===== config.mk =====
export PLATFORM = sky130hd
export DESIGN_NAME = wdt_countdown
export DESIGN_NICKNAME = d
export VERILOG_FILES = /design/src/rtl/wdt_pkg.sv /design/src/rtl/wdt_rst_pulse.sv /design/src/rtl/wdt_countdown.sv
export SDC_FILE = /design/constraint.sdc
export NUM_CORES = 1
export LEC_CHECK = 0
export ABC_AREA = 1
export CAP_MARGIN = 40
export CORE_MARGIN = 2
export CORE_UTILIZATION = 45
export DETAILED_ROUTE_END_ITERATION = 16
export GPL_ROUTABILITY_DRIVEN = 0
export PLACE_DENSITY = 0.72
export SLEW_MARGIN = 20
export SYNTH_ARGS = -nofsm -noshare
export SYNTH_HDL_FRONTEND = slang
export SYNTH_SLANG_ARGS = --single-unit

===== constraint.sdc =====
create_clock -name pclk -period 2 [get_ports pclk]
set_input_delay 0.4 -clock pclk [delete_from_list [all_inputs] [get_ports pclk]]
set_output_delay 0.4 -clock pclk [all_outputs]
set_load 0.02 [all_outputs]

===== src/rtl/wdt_pkg.sv =====
// Shared watchdog definitions: FSM state codes and default counter width.
// Also used by the register file to decode state_o.
package wdt_pkg;

  localparam int unsigned CNT_W_DEF = 16;

  typedef enum logic [1:0] {
    ST_IDLE  = 2'b00,
    ST_COUNT = 2'b01,
    ST_INTP  = 2'b10,
    ST_RST   = 2'b11
  } wdt_state_e;

endpackage


===== src/rtl/wdt_rst_pulse.sv =====
// Watchdog reset pulse generator: a start strobe yields a registered
// pulse exactly RST_CYCLES clocks long; last flags its final cycle.
module wdt_rst_pulse #(
  parameter int unsigned RST_CYCLES = 16
) (
  input  logic clk,
  input  logic rst_n,
  input  logic start,
  output logic pulse,
  output logic last
);

  localparam int unsigned PW =
    (RST_CYCLES > 1) ? $clog2(RST_CYCLES) : 1;
  localparam logic [PW-1:0] LAST_CNT = PW'(RST_CYCLES - 1);

  logic [PW-1:0] cnt_q, cnt_d;
  logic          busy_q, busy_d;

  always_comb begin
    busy_d = busy_q;
    cnt_d  = cnt_q;
    if (start) begin
      busy_d = 1'b1;
      cnt_d  = LAST_CNT;
    end else if (busy_q) begin
      if (cnt_q == '0) busy_d = 1'b0;
      else             cnt_d  = cnt_q - PW'(1);
    end
  end

  always_ff @(posedge clk or negedge rst_n) begin
    if (!rst_n) begin
      busy_q <= 1'b0;
      cnt_q  <= '0;
    end else begin
      busy_q <= busy_d;
      cnt_q  <= cnt_d;
    end
  end

  assign pulse = busy_q;
  assign last  = busy_q && (cnt_q == '0);

endmodule


===== src/rtl/wdt_countdown.sv =====
// Watchdog timeout counter: tick-driven countdown with a two-stage
// expiry (interrupt first, then a reset pulse if still pending).
module wdt_countdown
  import wdt_pkg::*;
#(
  parameter int unsigned CNT_W      = CNT_W_DEF,
  parameter int unsigned RST_CYCLES = 16
) (
  input  logic             pclk,
  input  logic             presetn,
  input  logic             cnt_tick,
  input  logic             wdt_en,
  input  logic             rst_en,
  input  logic [CNT_W-1:0] load_val,
  input  logic             feed,
  input  logic             int_clr,
  output logic [CNT_W-1:0] cnt_val,
  output logic             wdt_int,
  output logic             wdt_rst,
  output logic [1:0]       state_o
);

  wdt_state_e       state_q, state_d;
  logic [CNT_W-1:0] cnt_q, cnt_d;
  logic             int_q, int_d;
  logic             pulse_start;
  logic             pulse_last;

  wdt_rst_pulse #(
    .RST_CYCLES(RST_CYCLES)
  ) u_pulse (
    .clk  (pclk),
    .rst_n(presetn),
    .start(pulse_start),
    .pulse(wdt_rst),
    .last (pulse_last)
  );

  always_comb begin
    state_d     = state_q;
    cnt_d       = cnt_q;
    int_d       = int_q;
    pulse_start = 1'b0;
    unique case (state_q)
      ST_IDLE: begin
        if (wdt_en) begin
          cnt_d   = load_val;
          state_d = ST_COUNT;
        end
      end
      ST_COUNT, ST_INTP: begin
        // disable > int_clr > feed > tick
        if (!wdt_en) begin
          state_d = ST_IDLE;
          int_d   = 1'b0;
        end else if (int_clr) begin
          cnt_d   = load_val;
          int_d   = 1'b0;
          state_d = ST_COUNT;
        end else if (feed) begin
          cnt_d = load_val;
        end else if (cnt_tick) begin
          if (cnt_q != '0) begin
            cnt_d = cnt_q - CNT_W'(1);
          end else if (state_q == ST_COUNT) begin
            int_d   = 1'b1;
            cnt_d   = load_val;
            state_d = ST_INTP;
          end else if (rst_en) begin
            pulse_start = 1'b1;
            state_d     = ST_RST;
          end else begin
            cnt_d = load_val;
          end
        end
      end
      ST_RST: begin
        if (pulse_last) begin
          int_d   = 1'b0;
          cnt_d   = load_val;
          state_d = wdt_en ? ST_COUNT : ST_IDLE;
        end
      end
      default: state_d = ST_IDLE;
    endcase
  end

  always_ff @(posedge pclk or negedge presetn) begin
    if (!presetn) begin
      state_q <= ST_IDLE;
      cnt_q   <= '0;
      int_q   <= 1'b0;
    end else begin
      state_q <= state_d;
      cnt_q   <= cnt_d;
      int_q   <= int_d;
    end
  end

  assign cnt_val = cnt_q;
  assign wdt_int = int_q;
  assign state_o = state_q;

endmodule


* Word-level counts from Yosys, hierarchy flattened *
Cells that the tools add are included.

storage, ports and cells
  flip-flop bits (word level) = 24
  output and inout port bits = 20

cells by class
  $add $sub $neg = 2
  equal/unequal tests = 14
  mux-type cells = 43
  reductions and logical operators = 11

operators with widths
  operator                                            count
  two-way mux 16 bit                                  9
  case mux 16 bit (3 select lines)                    1
  != test 4 bit, second input constant                5
  two-way mux 1 bit                                   19
  two-way mux 2 bit                                   9
  nonzero test 16 bit                                 1
  subtractor 16 x 1 -> 16 bit, second input constant  1
  two-way mux 4 bit                                   3
  AND reduction 6 bit                                 2
  != test 2 bit, second input constant                4
  != test 6 bit, second input constant                1
  case mux 2 bit (3 select lines)                     1
  != test 5 bit, second input constant                1
  AND reduction 5 bit                                 1
  == test 2 bit, second input constant                2
  zero test 4 bit                                     1
  nonzero test 2 bit                                  2
  subtractor 4 x 1 -> 4 bit, second input constant    1
  == test 2 x 1 -> 1 bit, second input constant       1
  zero test 2 bit                                     1
  case mux 1 bit (2 select lines)                     1
  AND reduction 2 bit                                 1
  OR reduction 2 bit                                  1
  logical AND 1 bit                                   1

* Logic depth before layout (Yosys ltp) *
Gate-level depths: netlist (run 1).

  depth in word-level cells = 10
  depth in mapped cells = 12

* Cells and area by module *
From an unflattened synthesis (run 1), not the netlist that was laid out.

second synthesis, totals
  cell total of the unflattened synthesis = 290
  area total of the unflattened synthesis = 1871.8 um^2

modules (own cells, without submodules)
  module         times used  cells an instance  area each (um^2)
  wdt_countdown  1           254                1585.3
  wdt_rst_pulse  1           36                 286.5

* Worst setup path after synthesis (run 1) *
No wires, ideal clock.

  path type = register -> register
  start point = register state_q[0] (netlist: state_o[0])
  end point = register cnt_q[7] (netlist: cnt_val[7])
  setup time = 0.065 ns
  arrival = 1.763 ns
  path slack = 0.171 ns
  cell stages (with the launch flop) = 11
  path through = dfrtp_1 > inv_1 > ha_1 > o21ai_0 > nand2_1 > a21oi_2 > nand2_4 > inv_4 > buf_6 > nand3_1 > nand2_1

between the ends
  word-level cells in the longest chain between the ends = 8
  elaborated cells on any way between the ends = 18

ends and longest elaborated chain
  item                              line                                      text
  start, declared                   wdt_countdown.sv:23                       wdt_state_e state_q, state_d;
  start signal, assigned            wdt_countdown.sv:94                       state_q <= state_d;
  == test 2 x 1 -> 1 bit            wdt_countdown.sv:44, wdt_countdown.sv:65
  two-way mux 16 bit                wdt_countdown.sv:65                       end else if (state_q == ST_COUNT) begin
  two-way mux 16 bit                wdt_countdown.sv:63                       if (cnt_q != '0) begin
  two-way mux 16 bit                wdt_countdown.sv:62                       end else if (cnt_tick) begin
  two-way mux 16 bit                wdt_countdown.sv:60                       end else if (feed) begin
  two-way mux 16 bit                wdt_countdown.sv:56                       end else if (int_clr) begin
  two-way mux 16 bit                wdt_countdown.sv:53                       if (!wdt_en) begin
  case mux 16 bit (3 select lines)  wdt_countdown.sv:44                       unique case (state_q)
  end signal, assigned              wdt_countdown.sv:95                       cnt_q <= cnt_d;
  end, declared                     wdt_countdown.sv:24                       logic [CNT_W-1:0] cnt_q, cnt_d;

Parallel ways exist; a longest one is shown, timed or not. The select of a mux whose other input is x is not followed.
A chain may end at the register's enable or synchronous reset.

* Final worst setup path (run 1) *
  start point = register cnt_q[7] (netlist: cnt_val[7])
  end point = output cnt_val[7]

RTL lines
  item           line                 text
  end, declared  wdt_countdown.sv:17  output logic [CNT_W-1:0] cnt_val,

No word-level cell between the ends.

==> metrics.yaml, run 1 <==
status: "finished, final reports clean"
rr_startpoint: "cnt_val[0]"
timing.final.crit_period_ns: 1.85
clkTransAtPathRegs_ns: 0.09
dp_hpwl_um: 3670
power_density_nw_per_um2: 1400
cts_inserted_buffers: 3
peakVddDrop_mv: 0.673
port_buffers: 42
reg2reg_setup_slack_ns: 0.18
rsz0062_at_grt: "false"
clk-insertion-delay-late_ns: 0.28
rows: 24
maxSlewViolCount: 0
synthMuxAreaShare: 0
die_h_um: 71.0
synthesis.nets: 336
routedWlPerCell_um: 11.8
drt_iter0_markers: 168
synthXorXnorAreaFrac: 0.0217
ys_types: 30
yosysWarnings: 0
area.growth.synth_to_final_pct: 29.9
crit_buf_inv: 1
htreeDepth: 1
routed_via_density: 4.98
die_area_sq_um: 5030
vias: 2043
grt_max_degree: 25
start_kind: "flip-flop"
initial_core_util: 0.466
synth_top_area_share: 0.298
critPathCaptureType: "primary output"
maxSlewHeadroom: 0.703
drc: 0
ys_seq_elements: 24
hold_viol_final: 0
synth_top_family_by_area: "simple AND/OR/NAND/NOR gates"
fin_crit_sh: 0.924
cp_slowest_cell: "clkdlybuf4s50_1"
skew_ns: 0.00245
cts_tree: "yes"
tightest_slew_ns: 0.444
fmax_mhz: 541
cts-root-buf: "clkbuf_8"
gr-total-overflow: 0
postLayoutCoreUtil: 0.606
startpoint: "cnt_val[7]"
synth_area_sq_um: 2020
final_layout_size_suffix_gt1_frac: 0.131
path_class: "flip-flop to primary output"
fin_nets: 390
fill_cells: 432
ios: 43
wl_um: 4830
path_max_fanout: 5
final_antenna_net_count: 0
synthAdderAreaFrac: 0.0496
grt_pass1_vias: 1842
antenna_found_initial: 0
synth_compound_area_frac: 0.0366
chipWidth_um: 71.0
synth-simple-area-share: 0.488
p_leak_uw: 0.00132
drt_first_pass_iters: 4
track_usage: 0.199
worstHoldPathType: "primary input to asynchronous set/reset pin"
crit_required_ns: 1.60
syn_area_per_cell_sq_um: 6.61
coreArea_sq_um: 4320
syn_inst: 305
cts_sinks: 24
maxCapViolations: 0
tns_ns: 0
max_stage_delay_ns: 0.66
cp_top_family: "buffers and inverters"
cts_buffer_depth: 2
crit_path_cell_trace: "clkdlybuf4s50_1"
yosysTopAreaCell: "dfrtp_1"
setup_viol: 0
critPathArrivalTime_ns: 1.45
antenna_cells: 0
synth.area.top_cells: "dfrtp_1 30%, nand2_1 18%, nand3_1 8.7%, inv_1 8.2%, nor2_1 6.1%"
yosysSeqAreaShare: 0.298
grt_first_pass_wirelength_um: 8160
worst paths after layout:
kind,cells past startpoint,to
min in group pclk,2,wdt_int
worst min-delay path,2,u_pulse.cnt_q[1]
max in group asynchronous,2,state_o[0]
worst max register to register,10,cnt_val[4]
worst max-delay path,1,cnt_val[7]
worst min register to register,2,wdt_int
synthesized netlist by cell type:
cell / n
nand2_1: 99
inv_1: 44
nand3_1: 35
nor2_1: 33
dfrtp_1: 24
nand2_2: 11
ha_1: 8
nand4_1: 8
nand3_2: 6
nor2_2: 5
o21ai_0: 5
xor2_1: 3
a21oi_1: 2
nand2_4: 2
nor2_4: 2
o211ai_1: 2
o21bai_1: 2
xnor2_1: 2
a21oi_2: 1
and3_1: 1
buf_12: 1
buf_4: 1
buf_6: 1
inv_2: 1
inv_4: 1
nand3_4: 1
nand3b_1: 1
nor3_1: 1
nor3_4: 1
or2_2: 1
logic make-up (layout without fill, tap and decap cells):
logic type / Yosys count / count (layout)
XOR/XNOR: 5 / 5
AO/OA/AOI/OAI: 12 / 12
AND/OR/NAND/NOR: 207 / 207
buffers and inverters: 49 / 102
adder cells (fa/ha/maj): 8 / 8
flip-flops: 24 / 24
cell usage in the layout, fill, tap and decap left out, drive strengths merged:
cell type	n
buf	10
nand2	112
o21bai	2
ha	8
or2	1
nor2	40
o211ai	2
clkdlybuf4s50	42
nand3b	1
dfrtp	24
a21oi	3
nor3	2
nand3	42
xnor2	2
nand4	8
and3	1
clkbuf	4
inv	46
xor2	3
o21ai	5
through the flow:
| stage | hold slack [ns] | cells | cell area, sq um | setup slack [ns] | power (uW) |
|---|---|---|---|---|---|
| floorplan | 0.104 | 305 | 2020 | 0.171 | 2460 |
| global placement | 0.471 | 405 | 2530 | 0.109 | 3200 |
| detailed placement | 0.468 | 405 | 2530 | 0.0531 | 3240 |
| CTS | 0.493 | 409 | 2590 | 0.101 | 3600 |
| global route | 0.511 | 410 | 2620 | 0.0152 | 3960 |
| finish | 0.487 | 410 | 2620 | 0.153 | 3660 |
final cells by class:
| type | instances | area [sq um] | share of cell area |
|---|---|---|---|
| clock buffers | 4 | 55.1 | 0.0210 |
| flip-flops and latches | 24 | 601 | 0.229 |
| inverters | 46 | 180 | 0.0688 |
| well taps | 52 | 65.1 | 0.0248 |
| repair buffers | 52 | 495 | 0.189 |
| multi-input cells | 232 | 1220 | 0.467 |
sequential cells by signal (all words and copies together) (netlist names):
register and count:
u_pulse.pulse 1, state_o 2, u_pulse.cnt_q 4, wdt_int 1
cnt_val 16
report_power, final:
part	switching, uW	leakage (uW)	internal [uW]
sequential	284	0.000301	681
combinational	1370	0.000989	972
clock	177	0.0000288	176
what timing repair did:
action | in CTS | in global routing
setup endpoints to repair | 0 | 16
setup buffers | 0 | 1
resized for setup | 0 | 5
hold buffers | 0 | 0
metal layers:
metal | vias to the layer above | GRT usage | routed length, um
li1 | 1060 | - | -
met1 | 936 | 0.267 | 2330
met2 | 43 | 0.344 | 2290
met3 | 4 | 0.0214 | 173
met4 | 0 | 0.0482 | 38
met5 | - | 0 | 0
No activity file was read; power rests on OpenSTA's default activity.
==> run 2, diff against run 1 <==
SLEW_MARGIN = not set   (was 20)
==> results of run 2 <==
No change in the layout: final DEF, timing and power equal those of run 1.
